### config.mk
export PLATFORM = sky130hd
export DESIGN_NAME = load_store_unit
export DESIGN_NICKNAME = d
export VERILOG_FILES = /design/src/rtl/load_store_unit.sv
export SDC_FILE = /design/constraint.sdc
export NUM_CORES = 1
export LEC_CHECK = 0
export ABC_CLOCK_PERIOD_IN_PS = 4100
export CORE_MARGIN = 3
export CORE_UTILIZATION = 52
export CTS_CLUSTER_DIAMETER = 120
export DETAILED_ROUTE_END_ITERATION = 7
export PLACE_DENSITY = 0.8
export SLEW_MARGIN = 20
export SYNTH_ARGS = -nofsm -noshare
export SYNTH_HDL_FRONTEND = slang
export SYNTH_SLANG_ARGS = --single-unit
### constraint.sdc
create_clock -name clock -period 4.1 [get_ports clock]
set_input_delay 0.82 -clock clock [delete_from_list [all_inputs] [get_ports clock]]
set_output_delay 0.82 -clock clock [all_outputs]
set_load 0.03 [all_outputs]
### src/rtl/load_store_unit.sv
// load_store_unit
//   Memory stage of the RV32I core. Accepts one load/store per request and runs
//   it on a req/gnt/rvalid data bus with byte lanes. Misaligned accesses are split
//   into two aligned beats when ALLOW_MISALIGNED=1. Load data is merged across beats,
//   then sign/zero-extended. A one-cycle done pulse, with err, ends every access.
//
//   Ports
//     clock, reset_n     rising-edge clock, asynchronous active-low reset
//     req_valid/ready    request handshake (ready = IDLE)
//     addr, store_data   byte address and size-aligned store value
//     mem_wEn, wb_sel    0 = store / 1 = load (store wins)
//     MemSize            00 byte, 01 half, 10 word, 11 illegal
//     load_extend_sign   1 = sign-extend load result
//     done, err          end-of-access pulse and its error flag
//     load_data          extended load result, held until the next successful load
//     dbus_*             data bus master (word-aligned address, byte enables)
//
//   Timing: dbus_rvalid/dbus_rdata are registered at the bus boundary. An aligned
//   access with immediate gnt and rvalid one cycle later pulses done on the fourth
//   rising edge after the accept edge.
module load_store_unit #(
    parameter int TIMEOUT_CYCLES   = 256,
    parameter bit ALLOW_MISALIGNED = 1'b1
) (
    input  logic        clock,
    input  logic        reset_n,
    input  logic        req_valid,
    output logic        req_ready,
    input  logic [31:0] addr,
    input  logic [31:0] store_data,
    input  logic        mem_wEn,
    input  logic        wb_sel,
    input  logic [1:0]  MemSize,
    input  logic        load_extend_sign,
    output logic        done,
    output logic        err,
    output logic [31:0] load_data,
    output logic        dbus_req,
    output logic        dbus_we,
    output logic [31:0] dbus_addr,
    output logic [3:0]  dbus_be,
    output logic [31:0] dbus_wdata,
    input  logic        dbus_gnt,
    input  logic        dbus_rvalid,
    input  logic [31:0] dbus_rdata
);

    localparam int CNT_W = $clog2(TIMEOUT_CYCLES + 1);

    typedef enum logic [2:0] {
        S_IDLE, S_REQ0, S_WAIT0, S_REQ1, S_WAIT1, S_RESP
    } state_t;

    function automatic logic [3:0] size_mask(input logic [1:0] size);
        case (size)
            2'b00:   return 4'b0001;
            2'b01:   return 4'b0011;
            default: return 4'b1111;
        endcase
    endfunction

    function automatic logic [31:0] extend_load(input logic [31:0] raw,
                                                input logic [1:0]  size,
                                                input logic        sgn);
        logic signed [7:0]  b;
        logic signed [15:0] h;
        logic signed [31:0] r;
        b = raw[7:0];
        h = raw[15:0];
        r = raw;
        case (size)
            2'b00:   r = sgn ? 32'(b) : {24'h0, raw[7:0]};
            2'b01:   r = sgn ? 32'(h) : {16'h0, raw[15:0]};
            default: r = raw;
        endcase
        return r;
    endfunction

    state_t state, state_nx;

    logic        accept, is_store_in, is_load_in, is_mem_in, misal_in, bad_in;
    logic [1:0]  k_in;
    logic [3:0]  be0_in;

    logic [1:0]  k_p0, size_p0;
    logic [31:0] sdata_p0;
    logic        sign_p0, load_p0, split_p0, err_p0;

    logic [31:0] rdata0_p1, rdata1_p1;
    logic        vld_p1;

    logic [CNT_W-1:0] tmo_cnt;
    logic        in_req, in_wait, tmo_hit, tmo_fire;
    logic [3:0]  be1;
    logic [31:0] wdata1, raw_ld;

    assign req_ready   = (state == S_IDLE);
    assign accept      = req_valid & req_ready;
    assign is_store_in = ~mem_wEn;
    assign is_load_in  = mem_wEn & wb_sel;
    assign is_mem_in   = is_store_in | is_load_in;
    assign k_in        = addr[1:0];
    assign misal_in    = ((MemSize == 2'b01) && (k_in == 2'd3)) ||
                         ((MemSize == 2'b10) && (k_in != 2'd0));
    assign bad_in      = (MemSize == 2'b11) || (misal_in && !ALLOW_MISALIGNED);
    assign be0_in      = 4'({4'b0000, size_mask(MemSize)} << k_in);

    // Second beat carries the lanes that spilled past the word boundary.
    assign be1    = size_mask(size_p0) >> (3'd4 - {1'b0, k_p0});
    assign wdata1 = sdata_p0 >> (6'd32 - {1'b0, k_p0, 3'b000});
    assign raw_ld = 32'({rdata1_p1, rdata0_p1} >> {k_p0, 3'b000});

    assign in_req   = (state == S_REQ0) || (state == S_REQ1);
    assign in_wait  = (state == S_WAIT0) || (state == S_WAIT1);
    assign tmo_hit  = (tmo_cnt == CNT_W'(TIMEOUT_CYCLES - 1));
    assign tmo_fire = tmo_hit && ((in_req && !dbus_gnt) || (in_wait && !vld_p1));

    always_ff @(posedge clock or negedge reset_n) begin
        if (!reset_n) state <= S_IDLE;
        else          state <= state_nx;
    end

    always_comb begin
        state_nx = state;
        case (state)
            S_IDLE: begin
                if (accept) begin
                    if (!is_mem_in || bad_in) state_nx = S_RESP;
                    else                      state_nx = S_REQ0;
                end
            end
            S_REQ0:  if (dbus_gnt) state_nx = S_WAIT0; else if (tmo_fire) state_nx = S_RESP;
            S_WAIT0: begin
                if (vld_p1)        state_nx = split_p0 ? S_REQ1 : S_RESP;
                else if (tmo_fire) state_nx = S_RESP;
            end
            S_REQ1:  if (dbus_gnt) state_nx = S_WAIT1; else if (tmo_fire) state_nx = S_RESP;
            S_WAIT1: if (vld_p1 || tmo_fire) state_nx = S_RESP;
            S_RESP:  state_nx = S_IDLE;
            default: state_nx = S_IDLE;
        endcase
    end

    // Wait counter restarts on every state change, so each beat phase gets its own budget.
    always_ff @(posedge clock or negedge reset_n) begin
        if (!reset_n)                           tmo_cnt <= '0;
        else if (state_nx != state)             tmo_cnt <= '0;
        else if ((in_req || in_wait) && !tmo_hit) tmo_cnt <= tmo_cnt + 1'b1;
    end

    // Stage p0: request fields captured at accept
    always_ff @(posedge clock) begin
        if (accept) begin
            k_p0     <= k_in;
            size_p0  <= MemSize;
            sdata_p0 <= store_data;
            sign_p0  <= load_extend_sign;
            load_p0  <= is_load_in;
            split_p0 <= misal_in;
        end
    end

    // Stage p1: bus read data registered alongside vld_p1
    always_ff @(posedge clock) begin
        if (accept)                                 rdata1_p1 <= '0;
        else if (state == S_WAIT1 && dbus_rvalid)   rdata1_p1 <= dbus_rdata;
        if (state == S_WAIT0 && dbus_rvalid)        rdata0_p1 <= dbus_rdata;
    end

    always_ff @(posedge clock or negedge reset_n) begin
        if (!reset_n) begin
            vld_p1     <= 1'b0;
            err_p0     <= 1'b0;
            done       <= 1'b0;
            err        <= 1'b0;
            load_data  <= '0;
            dbus_req   <= 1'b0;
            dbus_we    <= 1'b0;
            dbus_addr  <= '0;
            dbus_be    <= '0;
            dbus_wdata <= '0;
        end else begin
            vld_p1 <= dbus_rvalid && in_wait;
            done   <= 1'b0;
            err    <= 1'b0;
            case (state)
                S_IDLE: begin
                    if (accept) begin
                        err_p0 <= is_mem_in && bad_in;
                        if (is_mem_in && !bad_in) begin
                            dbus_req   <= 1'b1;
                            dbus_we    <= is_store_in;
                            dbus_addr  <= {addr[31:2], 2'b00};
                            dbus_be    <= be0_in;
                            dbus_wdata <= store_data << {k_in, 3'b000};
                        end
                    end
                end
                S_REQ0, S_REQ1: begin
                    if (dbus_gnt || tmo_fire) dbus_req <= 1'b0;
                    if (tmo_fire)             err_p0   <= 1'b1;
                end
                S_WAIT0: begin
                    if (vld_p1 && split_p0) begin
                        dbus_req   <= 1'b1;
                        dbus_addr  <= dbus_addr + 32'd4;
                        dbus_be    <= be1;
                        dbus_wdata <= wdata1;
                    end else if (tmo_fire) begin
                        err_p0 <= 1'b1;
                    end
                end
                S_WAIT1: if (tmo_fire) err_p0 <= 1'b1;
                S_RESP: begin
                    done    <= 1'b1;
                    err     <= err_p0;
                    dbus_we <= 1'b0;
                    if (load_p0 && !err_p0)
                        load_data <= extend_load(raw_ld, size_p0, sign_p0);
                end
                default: ;
            endcase
        end
    end

endmodule

==> run_results.csv, run 1 <==
group,metric,value,unit
timing,finalSetupTns,0,ns
power,clock_group_share_of_total_power,20.4,%
floorplanning,dieWidth,148.1,um
drt,drt-pass1-iter-count,6,
drt,vias,8811,
global_routing,grt_antenna_before_repair,0,
yosys,postSynth.asyncResetShare,54.98,%
clocking,cts_tree,"yes",
floorplanning,initial_core_util,53.43,%
floorplanning,dieArea,21940,sq um
final_layout,antennaDiodeCount,0,
yosys,synth_top_cells_by_area,"sky130_fd_sc_hd__dfrtp_1, sky130_fd_sc_hd__edfxtp_1, sky130_fd_sc_hd__mux4_2, sky130_fd_sc_hd__nand2_1, sky130_fd_sc_hd__dfxtp_1",
timing,report.final.setup_viol,0,
timing,final_hold_viol_count,0,
timing,skew,0.02550,ns
worst_hold_path,holdCritPathClass,"primary input to asynchronous set/reset pin",
setup_path,cp.required,3.28,ns
final_layout,most_common_cell_after_layout_fill_and_taps_aside,"sky130_fd_sc_hd__clkdlybuf4s50_1",
clocking,clk_pin_slew_worst_paths,0.06,ns
global_routing,global_route.usage.total,26.12,%
power,cellPowerDensity,754.9,nW/um^2
drt,drt_drc_violations_left,0,
power,net_switching,4.161,mW
placed_design,detailedPlacementHpwl,19820,um
clocking,htreeDepth,1,
power,power_frac_seq,36.0,%
yosys,synthDistinctLibCells,67,
global_routing,globalRoute.totalOverflow,0,
timing,worst_slew_margin_rel,28.42,%
setup_path,setup.worst_path.class,"register to output port",
yosys,seq_area_frac_synth,52.52,%
placed_design,globalplace.congestion,0.8506,
setup_path,endpoint_kind,"output port",
global_routing,grt_first_pass_wirelength,46370,um
clocking,cts.hold.buffers_added,0,
power,comb_power_share,43.7,%
floorplanning,top_level_ports,211,
drt,routed_wirelength,29250,um
global_routing,grt_pass1_vias,8596,
clocking,clock-root-buffer,"sky130_fd_sc_hd__clkbuf_16",
drt,wl_per_cell,19.93,um
drt,drt.antenna.violating_nets,0,
timing,post-route-period-util,73.78,%
clocking,post_cts_resize_count,0,
floorplanning,floorplan.core_area,19650,sq um
yosys,syn-cell-area,10500,sq um
setup_path,category_of_the_worst_setup_path_launch_point,"register",
run_status,outcome,"complete, no violations",
clocking,number_of_clock_sinks,211,
power,p_sw_share,40.63,%
power,worst_ir_drop_vdd,0.0003875,V
setup_path,cp_max_fo,19,
yosys,area_share_of_the_largest_cell_type_after_synthesis,27.64,%
final_layout,area_occupied_by_multi_input_gates,4629,sq um
yosys,synthesized_netlist_cell_count,1007,
floorplanning,rows,51,
clocking,worstSkewPairLatency,0.52,ns
global_routing,grt_max_degree,66,
floorplanning,die_height,148.1,um
final_layout,layout.filler_cells,1496,
drt,vias_per_cell,6.002,
drt,drtIter0Drc,630,
placed_design,port-buffer-count,208,
run,cap_viol_max_count,0,
power,cellLeakagePower,5.218,nW
timing,unrepaired_setup_endpoints_after_global_routing,"no",
clocking,clk_path_buf_depth,3,
yosys,ys_seq_elements,211,
timing,timing.fmax,330.6,MHz
yosys,yosys_warnings,0,
timing,final_max_slew_viol_count,0,
yosys,ys_dominant_reg_cell,"sky130_fd_sc_hd__dfrtp_1",
yosys,synth-edff-count,71,
power,internal_power_consumption,6.081,mW
setup_path,worst_ep_arrival_time,2.20,ns
yosys,synth_area_leader_cell,"sky130_fd_sc_hd__dfrtp_1",
final_layout,sequential_cell_area_in_the_final_layout,5515,sq um
clocking,postCtsSetupBuffers,0,
timing,timing_worst_slew_pin_value,1.071,ns
yosys,synth.avg_cell_area,10.43,sq um
final_layout,drive_above_1_share,10.89,%
final_layout,mostFrequentLayoutCells,"sky130_fd_sc_hd__clkdlybuf4s50_1, sky130_fd_sc_hd__nand2_1, sky130_fd_sc_hd__nor2_1",
final_layout,area_growth_syn_to_fin,29.20,%
timing,hold_ws,0.3966,ns
clocking,numCtsBuffers,24,
timing,final_period_minus_worst_setup_slack,3.025,ns
final_layout,num-nets-final,1295,
through the flow:
| stage | power, mW | worst slack, ns | std cells | util, % | cell area (sq um) |
|---|---|---|---|---|---|
| finish | 10.24 | 1.075 | 1468 | 69.03 | 13570 |
| global route | 10.77 | 0.9907 | 1468 | 69.03 | 13570 |
| CTS | 10.27 | 1.072 | 1468 | 69.03 | 13570 |
| detailed placement | 8.168 | 1.040 | 1424 | 65.08 | 12790 |
| global placement | 8.046 | 1.121 | 1424 | 65.08 | 12790 |
| floorplan | 6.318 | 0.9767 | 1008 | - | 10510 |
critical path, stage by stage (launching register included):
cell	delay, ns
sky130_fd_sc_hd__dfrtp_1	0.59
sky130_fd_sc_hd__nor3_1	0.37
sky130_fd_sc_hd__clkdlybuf4s50_1	0.74
routing by layer:
metal | GRT usage, % | vias to the layer above | wire length, um | share of wire, %
li1 | - | 4049 | - | -
met2 | 42.77 | 376 | 14180 | 48
met4 | 7.621 | 0 | 722 | 2.5
met1 | 36.86 | 4332 | 12190 | 42
met3 | 3.748 | 54 | 2156 | 7.4
met5 | 0 | - | 0 | 0
final cells by class:
cell class / instances / area share (%)
tap: 265 / 2.444
clock inverter: 6 / 0.2490
clock buffer: 38 / 5.487
timing repair buffer: 232 / 16.75
sequential: 211 / 40.65
multi-input combinational: 705 / 34.12
inverter: 11 / 0.3043
cell families (layout without fill, tap and decap cells):
group | count (synthesis) | in the layout | synth area share (%)
flip-flops | 211 | 211 | 52.52
XOR/XNOR | 7 | 7 | 0.5838
adder cells (fa/ha/maj) | 4 | 4 | 0.4766
multiplexers | 94 | 94 | 13.07
buffers and inverters | 92 | 287 | 3.753
other | 1 | 2 | 0.03571
AND/OR/NAND/NOR | 364 | 364 | 15.54
AO/OA/AOI/OAI | 234 | 234 | 14.02
synth_stat cells, drive strengths merged (7+ instances only):
| cell | count |
|---|---|
| a21oi | 85 |
| a221oi | 35 |
| and2 | 8 |
| buf | 37 |
| clkbuf | 44 |
| dfrtp | 116 |
| dfxtp | 24 |
| edfxtp | 71 |
| inv | 11 |
| mux2 | 25 |
| mux2i | 37 |
| mux4 | 32 |
| nand2 | 143 |
| nand3 | 23 |
| nand4 | 14 |
| nor2 | 122 |
| nor3 | 18 |
| o21ai | 54 |
| o22a | 7 |
| o22ai | 13 |
state kept, by name (all words and copies together), names as in the netlist, 2 cells and up:
signal	count
size_p0	2
dbus_wdata	32
state	3
sdata_p0	32
load_data	32
k_p0	2
dbus_be	4
rdata1_p1	24
rdata0_p1	32
tmo_cnt	9
dbus_addr	30
power by group through the flow:
stage / Sequential [mW] / Clock, mW / Combinational, mW
after floorplan: 4.44 / 0 / 1.87
after global placement: 3.69 / 0 / 4.36
final: 3.69 / 2.08 / 4.47
after global routing: 3.79 / 2.20 / 4.79
after detailed placement: 3.71 / 0 / 4.46
after CTS: 3.68 / 2.10 / 4.49
final timing paths:
path	from	endpoint	slack [ns]	cells after the start
worst max register to register	tmo_cnt[2]	tmo_cnt[8]	1.22	8
worst min-delay path	reset_n	vld_p1	0.40	1
max in group asynchronous	reset_n	load_data[5]	2.74	2
worst max-delay path	state[2]	req_ready	1.08	2
min in group clock	rdata1_p1[22]	rdata1_p1[22]	0.45	2
worst min register to register	rdata1_p1[22]	rdata1_p1[22]	0.45	2
Note: power is estimated with default switching activity, not from simulation.
==> inputs of run 2 (changes only) <==
--- a/config.mk
+++ b/config.mk
@@ -5,7 +5,7 @@
 export SDC_FILE = /design/constraint.sdc
 export NUM_CORES = 1
 export LEC_CHECK = 0
-export ABC_CLOCK_PERIOD_IN_PS = 4100
+export ABC_CLOCK_PERIOD_IN_PS = 3200
 export CORE_MARGIN = 3
 export CORE_UTILIZATION = 52
 export CTS_CLUSTER_DIAMETER = 120
==> constraint.sdc (replaced) <==
create_clock -name clock -period 3.2 [get_ports clock]
set_input_delay 0.64 -clock clock [delete_from_list [all_inputs] [get_ports clock]]
set_output_delay 0.64 -clock clock [all_outputs]
set_load 0.03 [all_outputs]
==> run 2 against run 1 <==
Compared with the run above: non-clock buffer count increased by 6; count of clock-buffer cells in the layout shrank 3; die area stayed put; cell count increased by 0.20%; first-iteration DRC count grew 15%; critical path depth unchanged; sequential share of layout area about the same; clock power is 22% higher; wire length rose by 0.71%.
==> run_results.csv, run 2 (synthesis results as in run 1) <==
group,metric,value,unit
clocking,clk_pin_slew_worst_paths,0.06,ns
run,cap_viol_max_count,0,
timing,finalSetupTns,0,ns
run_status,outcome,"complete, no violations",
final_layout,sequential_cell_area_in_the_final_layout,5515,sq um
drt,drt-pass1-iter-count,7,
drt,vias,8937,
floorplanning,top_level_ports,211,
placed_design,worst_setup_timing_slack_at_the_placement_stage,0.3629,ns
timing,worst_slew_margin_rel,41.72,%
placed_design,globalplace.congestion,0.8892,
floorplanning,dieArea,21940,sq um
final_layout,drive_above_1_share,11.03,%
setup_path,category_of_the_worst_setup_path_launch_point,"register",
setup_path,cp.required,2.56,ns
clocking,numCtsBuffers,23,
timing,final_hold_viol_count,0,
floorplanning,rows,51,
timing,unrepaired_setup_endpoints_after_global_routing,"no",
clocking,postCtsSetupBuffers,0,
power,worst_ir_drop_vdd,0.0005780,V
final_layout,num-nets-final,1300,
timing,timing.fmax,348.3,MHz
power,report.power.total,12.98,mW
setup_path,cp_max_fo,19,
global_routing,global_route.usage.total,26.17,%
final_layout,area_growth_syn_to_fin,29.26,%
clocking,number_of_clock_sinks,211,
global_routing,grt_antenna_before_repair,0,
worst_hold_path,holdCritPathClass,"primary input to asynchronous set/reset pin",
floorplanning,die_height,148.1,um
clocking,htreeDepth,1,
setup_path,setup.worst_path.class,"register to output port",
clocking,cts.hold.buffers_added,0,
timing,timing_worst_slew_pin_value,0.8742,ns
timing,post-route-period-util,89.73,%
global_routing,globalRoute.totalOverflow,0,
timing,report.final.setup_viol,0,
clocking,post_cts_resize_count,0,
drt,drt.antenna.violating_nets,0,
final_layout,layout.filler_cells,1487,
floorplanning,dieWidth,148.1,um
drt,routed_wirelength,29460,um
drt,drtIter0Drc,724,
timing,skew,0.01739,ns
global_routing,grt_max_degree,84,
floorplanning,initial_core_util,53.43,%
clocking,clk_path_buf_depth,3,
placed_design,detailedPlacementHpwl,20110,um
global_routing,grt_first_pass_wirelength,46500,um
final_layout,mostFrequentLayoutCells,"sky130_fd_sc_hd__clkdlybuf4s50_1, sky130_fd_sc_hd__nand2_1, sky130_fd_sc_hd__nor2_1",
floorplanning,floorplan.core_area,19650,sq um
clocking,clock-root-buffer,"sky130_fd_sc_hd__clkbuf_16",
power,cellLeakagePower,5.225,nW
final_layout,area_occupied_by_multi_input_gates,4629,sq um
power,cellPowerDensity,956.1,nW/um^2
placed_design,port-buffer-count,208,
final_layout,antennaDiodeCount,0,
drt,vias_per_cell,6.075,
final_layout,most_common_cell_after_layout_fill_and_taps_aside,"sky130_fd_sc_hd__clkdlybuf4s50_1",
setup_path,worst_ep_arrival_time,2.23,ns
timing,final_max_slew_viol_count,0,
timing,final_period_minus_worst_setup_slack,2.871,ns
setup_path,endpoint_kind,"output port",
timing,finalWorstSetupSlack,0.3287,ns
drt,drt_drc_violations_left,0,
drt,wl_per_cell,20.03,um
clocking,cts_tree,"yes",
global_routing,grt_pass1_vias,8603,
clocking,worstSkewPairLatency,0.50,ns
## run 2: changes by cell type in the layout (fill, tap and decap cells not counted)
cell / previous run / this run
sky130_fd_sc_hd__buf_12: 1 / 3
sky130_fd_sc_hd__clkbuf_8: 7 / 4
sky130_fd_sc_hd__buf_4: 24 / 28
sky130_fd_sc_hd__clkinv_2: 3 / 4
sky130_fd_sc_hd__bufinv_16: 0 / 1
sky130_fd_sc_hd__inv_8: 1 / 0
sky130_fd_sc_hd__clkbuf_1: 6 / 8
sky130_fd_sc_hd__clkinv_1: 2 / 1
sky130_fd_sc_hd__clkbuf_16: 25 / 23
## run 2: through the flow
step                      hold WS (ns)  instances  area [sq um]  utilization (%)
after detailed placement        0.4532       1430         12860            65.43
after global routing            0.1201       1471         13570            69.07
final                           0.1007       1471         13570            69.07
after floorplan                 0.3444       1008         10510                -
after global placement          0.4429       1430         12860            65.43
after CTS                       0.1023       1471         13570            69.07
## run 2: routing by layer
layer	vias up	global-route usage [%]	routed length, um
met2	455	42.38	14340
met5	-	0	0
met3	60	4.936	2500
met4	0	7.714	742
li1	4064	-	-
met1	4358	36.48	11880
## run 2: power breakdown
part	leakage [nW]	internal [mW]	total, mW	switching, mW
Sequential	2.23	3.81	4.72	0.902
Clock	0.353	1.50	2.53	1.03
Combinational	2.64	2.39	5.73	3.34
Total	5.22	7.71	13.0	5.27
## run 2: final timing paths
kind / startpoint / endpoint / slack [ns] / cells after the start
max: state[2] / req_ready / 0.33 / 2
min: reset_n / tmo_cnt[0] / 0.10 / 1
max reg2reg: tmo_cnt[3] / tmo_cnt[8] / 0.50 / 8
min reg2reg: rdata1_p1[21] / rdata1_p1[21] / 0.46 / 2
max in group asynchronous: reset_n / dbus_addr[3] / 2.27 / 2
min in group clock: rdata1_p1[21] / rdata1_p1[21] / 0.46 / 2
## run 2: worst max-delay path, cell delays in order, from the launching register on
cell and delay [ns]:
sky130_fd_sc_hd__dfrtp_1 0.60, sky130_fd_sc_hd__nor3_1 0.39, sky130_fd_sc_hd__clkdlybuf4s50_1 0.75
## run 2: layout make-up
type                    instances  share of cell area [%]
clock inverters                 6                  0.3963
multi-input cells             705                   34.10
clock buffers                  35                   4.867
flip-flops and latches        211                   40.63
repair buffers                238                   17.26
well taps                     265                   2.443
inverters                      11                  0.3042
==> inputs of run 3 (changes only) <==
--- a/config.mk
+++ b/config.mk
@@ -6,11 +6,11 @@
 export NUM_CORES = 1
 export LEC_CHECK = 0
 export ABC_CLOCK_PERIOD_IN_PS = 3200
-export CORE_MARGIN = 3
-export CORE_UTILIZATION = 52
+export CORE_UTILIZATION = 40
 export CTS_CLUSTER_DIAMETER = 120
 export DETAILED_ROUTE_END_ITERATION = 7
-export PLACE_DENSITY = 0.8
+export GPL_ROUTABILITY_DRIVEN = 0
+export PLACE_DENSITY = 0.64
 export SLEW_MARGIN = 20
 export SYNTH_ARGS = -nofsm -noshare
 export SYNTH_HDL_FRONTEND = slang
==> run 3 against run 2 <==
Compared with the run above: utilization decreased by 15 points; largest cell class unchanged; sequential share of layout area shrank 0.55 points; sequential power is essentially flat; critical endpoint unchanged; count of clock-buffer cells in the layout is the same; die area increased by 23%; worst hold slack worse by 0.035 ns; maximum frequency is 1.7% lower; cell count grew 4.8%.
==> run_results.csv, run 3 (synthesis results as in run 1) <==
group,metric,value,unit
setup_path,critical-path-slowest-cell,"sky130_fd_sc_hd__clkdlybuf4s50_1",
drt,wl_per_cell,19.23,um
clocking,number_of_clock_sinks,211,
drt,drtIter0Drc,726,
timing,finalSetupTns,0,ns
drt,drt-pass1-iter-count,5,
timing,final_hold_viol_count,0,
clocking,clk_path_buf_depth,3,
clocking,worstSkewPairLatency,0.52,ns
global_routing,grt_first_pass_wirelength,46780,um
placed_design,worst_setup_timing_slack_at_the_placement_stage,0.4177,ns
timing,report.final.setup_viol,0,
floorplanning,initial_core_util,41.23,%
timing,finalWorstSetupSlack,0.2776,ns
setup_path,worst_ep_arrival_time,2.28,ns
setup_path,endpoint_kind,"output port",
run_status,outcome,"complete, no violations",
clocking,postCtsSetupBuffers,0,
final_layout,sequential_cell_area_in_the_final_layout,5515,sq um
clocking,post_cts_resize_count,0,
final_layout,antennaDiodeCount,0,
setup_path,category_of_the_worst_setup_path_launch_point,"register",
drt,drt_drc_violations_left,0,
timing,skew,0.009744,ns
setup_path,setup.worst_path.class,"register to output port",
floorplanning,top_level_ports,211,
drt,routed_wirelength,29650,um
global_routing,globalRoute.totalOverflow,0,
setup_path,cp_max_fo,19,
timing,worst_slew_margin_rel,38.78,%
global_routing,global_route.usage.total,22.33,%
setup_path,crit-reg2reg-launch,"state[1]",
timing,timing.fmax,342.2,MHz
global_routing,grt_max_degree,61,
timing,post-route-period-util,91.32,%
clocking,numCtsBuffers,24,
timing,unrepaired_setup_endpoints_after_global_routing,"no",
drt,vias_per_cell,5.591,
drt,vias,8622,
setup_path,critical_path.cell_chain,"nor3_1, clkdlybuf4s50_1",
clocking,clock-root-buffer,"sky130_fd_sc_hd__clkbuf_16",
setup_path,cp.required,2.56,ns
timing,timing_worst_slew_pin_value,0.9144,ns
final_layout,drive_above_1_share,11.47,%
clocking,htreeDepth,1,
timing,final_max_slew_viol_count,0,
worst_hold_path,holdCritPathClass,"primary input to asynchronous set/reset pin",
drt,drt.antenna.violating_nets,0,
setup_path,setup.worst_path.start,"state[2]",
run,cap_viol_max_count,0,
placed_design,inst_count_dp,1498,
final_layout,num-nets-final,1304,
final_layout,most_common_cell_after_layout_fill_and_taps_aside,"sky130_fd_sc_hd__clkdlybuf4s50_1",
floorplanning,rows,58,
floorplanning,dieWidth,164.0,um
final_layout,mostFrequentLayoutCells,"sky130_fd_sc_hd__clkdlybuf4s50_1, sky130_fd_sc_hd__nand2_1, sky130_fd_sc_hd__nor2_1",
final_layout,layout.filler_cells,2269,
clocking,clk_pin_slew_worst_paths,0.06,ns
final_layout,final_cell_count_no_fill,1542,
clocking,cts_tree,"yes",
final_layout,area_growth_syn_to_fin,31.04,%
floorplanning,floorplan.core_area,25470,sq um
power,worst_ir_drop_vdd,0.0003970,V
floorplanning,dieArea,26910,sq um
placed_design,port-buffer-count,208,
floorplanning,die_height,164.0,um
final_layout,area_occupied_by_multi_input_gates,4629,sq um
placed_design,detailedPlacementHpwl,20400,um
timing,final_period_minus_worst_setup_slack,2.922,ns
power,cellPowerDensity,954.0,nW/um^2
clocking,cts.hold.buffers_added,0,
global_routing,grt_antenna_before_repair,0,
power,cellLeakagePower,5.281,nW
global_routing,grt_pass1_vias,8422,
setup_path,cp_slowest_stage_delay,0.74,ns
## run 3: stage by stage
step / hold slack (ns) / power, mW / area (sq um) / utilization [%]
2_1_floorplan: 0.3444 / 8.095 / 10510 / -
3_3_place_gp: 0.4438 / 10.40 / 12980 / 50.94
3_5_place_dp: 0.4537 / 10.48 / 12980 / 50.94
4_1_cts: 0.05664 / 13.23 / 13760 / 54.02
5_1_grt: 0.07399 / 13.90 / 13760 / 54.02
6_report: 0.06564 / 13.13 / 13760 / 54.02
## run 3: final cells by class
cell class | instances | share of cell area (%)
flip-flops and latches | 211 | 40.08
repair buffers | 241 | 17.28
clock buffers | 35 | 5.419
multi-input cells | 705 | 33.64
inverters | 11 | 0.3001
clock inverters | 9 | 0.2819
well taps | 330 | 3.001
## run 3: worst max-delay path: cells and delay by family (launching register included)
family / cells / cell delay [ns]
buffers and inverters: 1 / 0.74
and+or+nand+nor: 1 / 0.42
DFF: 1 / 0.61
## run 3: path summary, 6_finish.rpt
path	slack, ns	to	cells after the start
worst max-delay path	0.28	req_ready	2
worst min-delay path	0.07	tmo_cnt[2]	1
worst max register to register	0.46	dbus_addr[8]	5
worst min register to register	0.46	rdata1_p1[17]	2
max in group asynchronous	2.29	dbus_wdata[22]	2
min in group clock	0.46	rdata1_p1[17]	2
## run 3: where the power goes
part | switching, mW | internal [mW]
sequential | 0.894 | 3.81
clock | 1.09 | 1.61
combinational | 3.30 | 2.42
## run 3: routing by layer
metal,vias to the layer above,GRT usage (%),part of all wire (%)
met5,-,0,0
met4,0,5.051,1.6
met3,36,3.813,7.7
met2,301,35.36,47
met1,4221,32.00,44
li1,4064,-,-
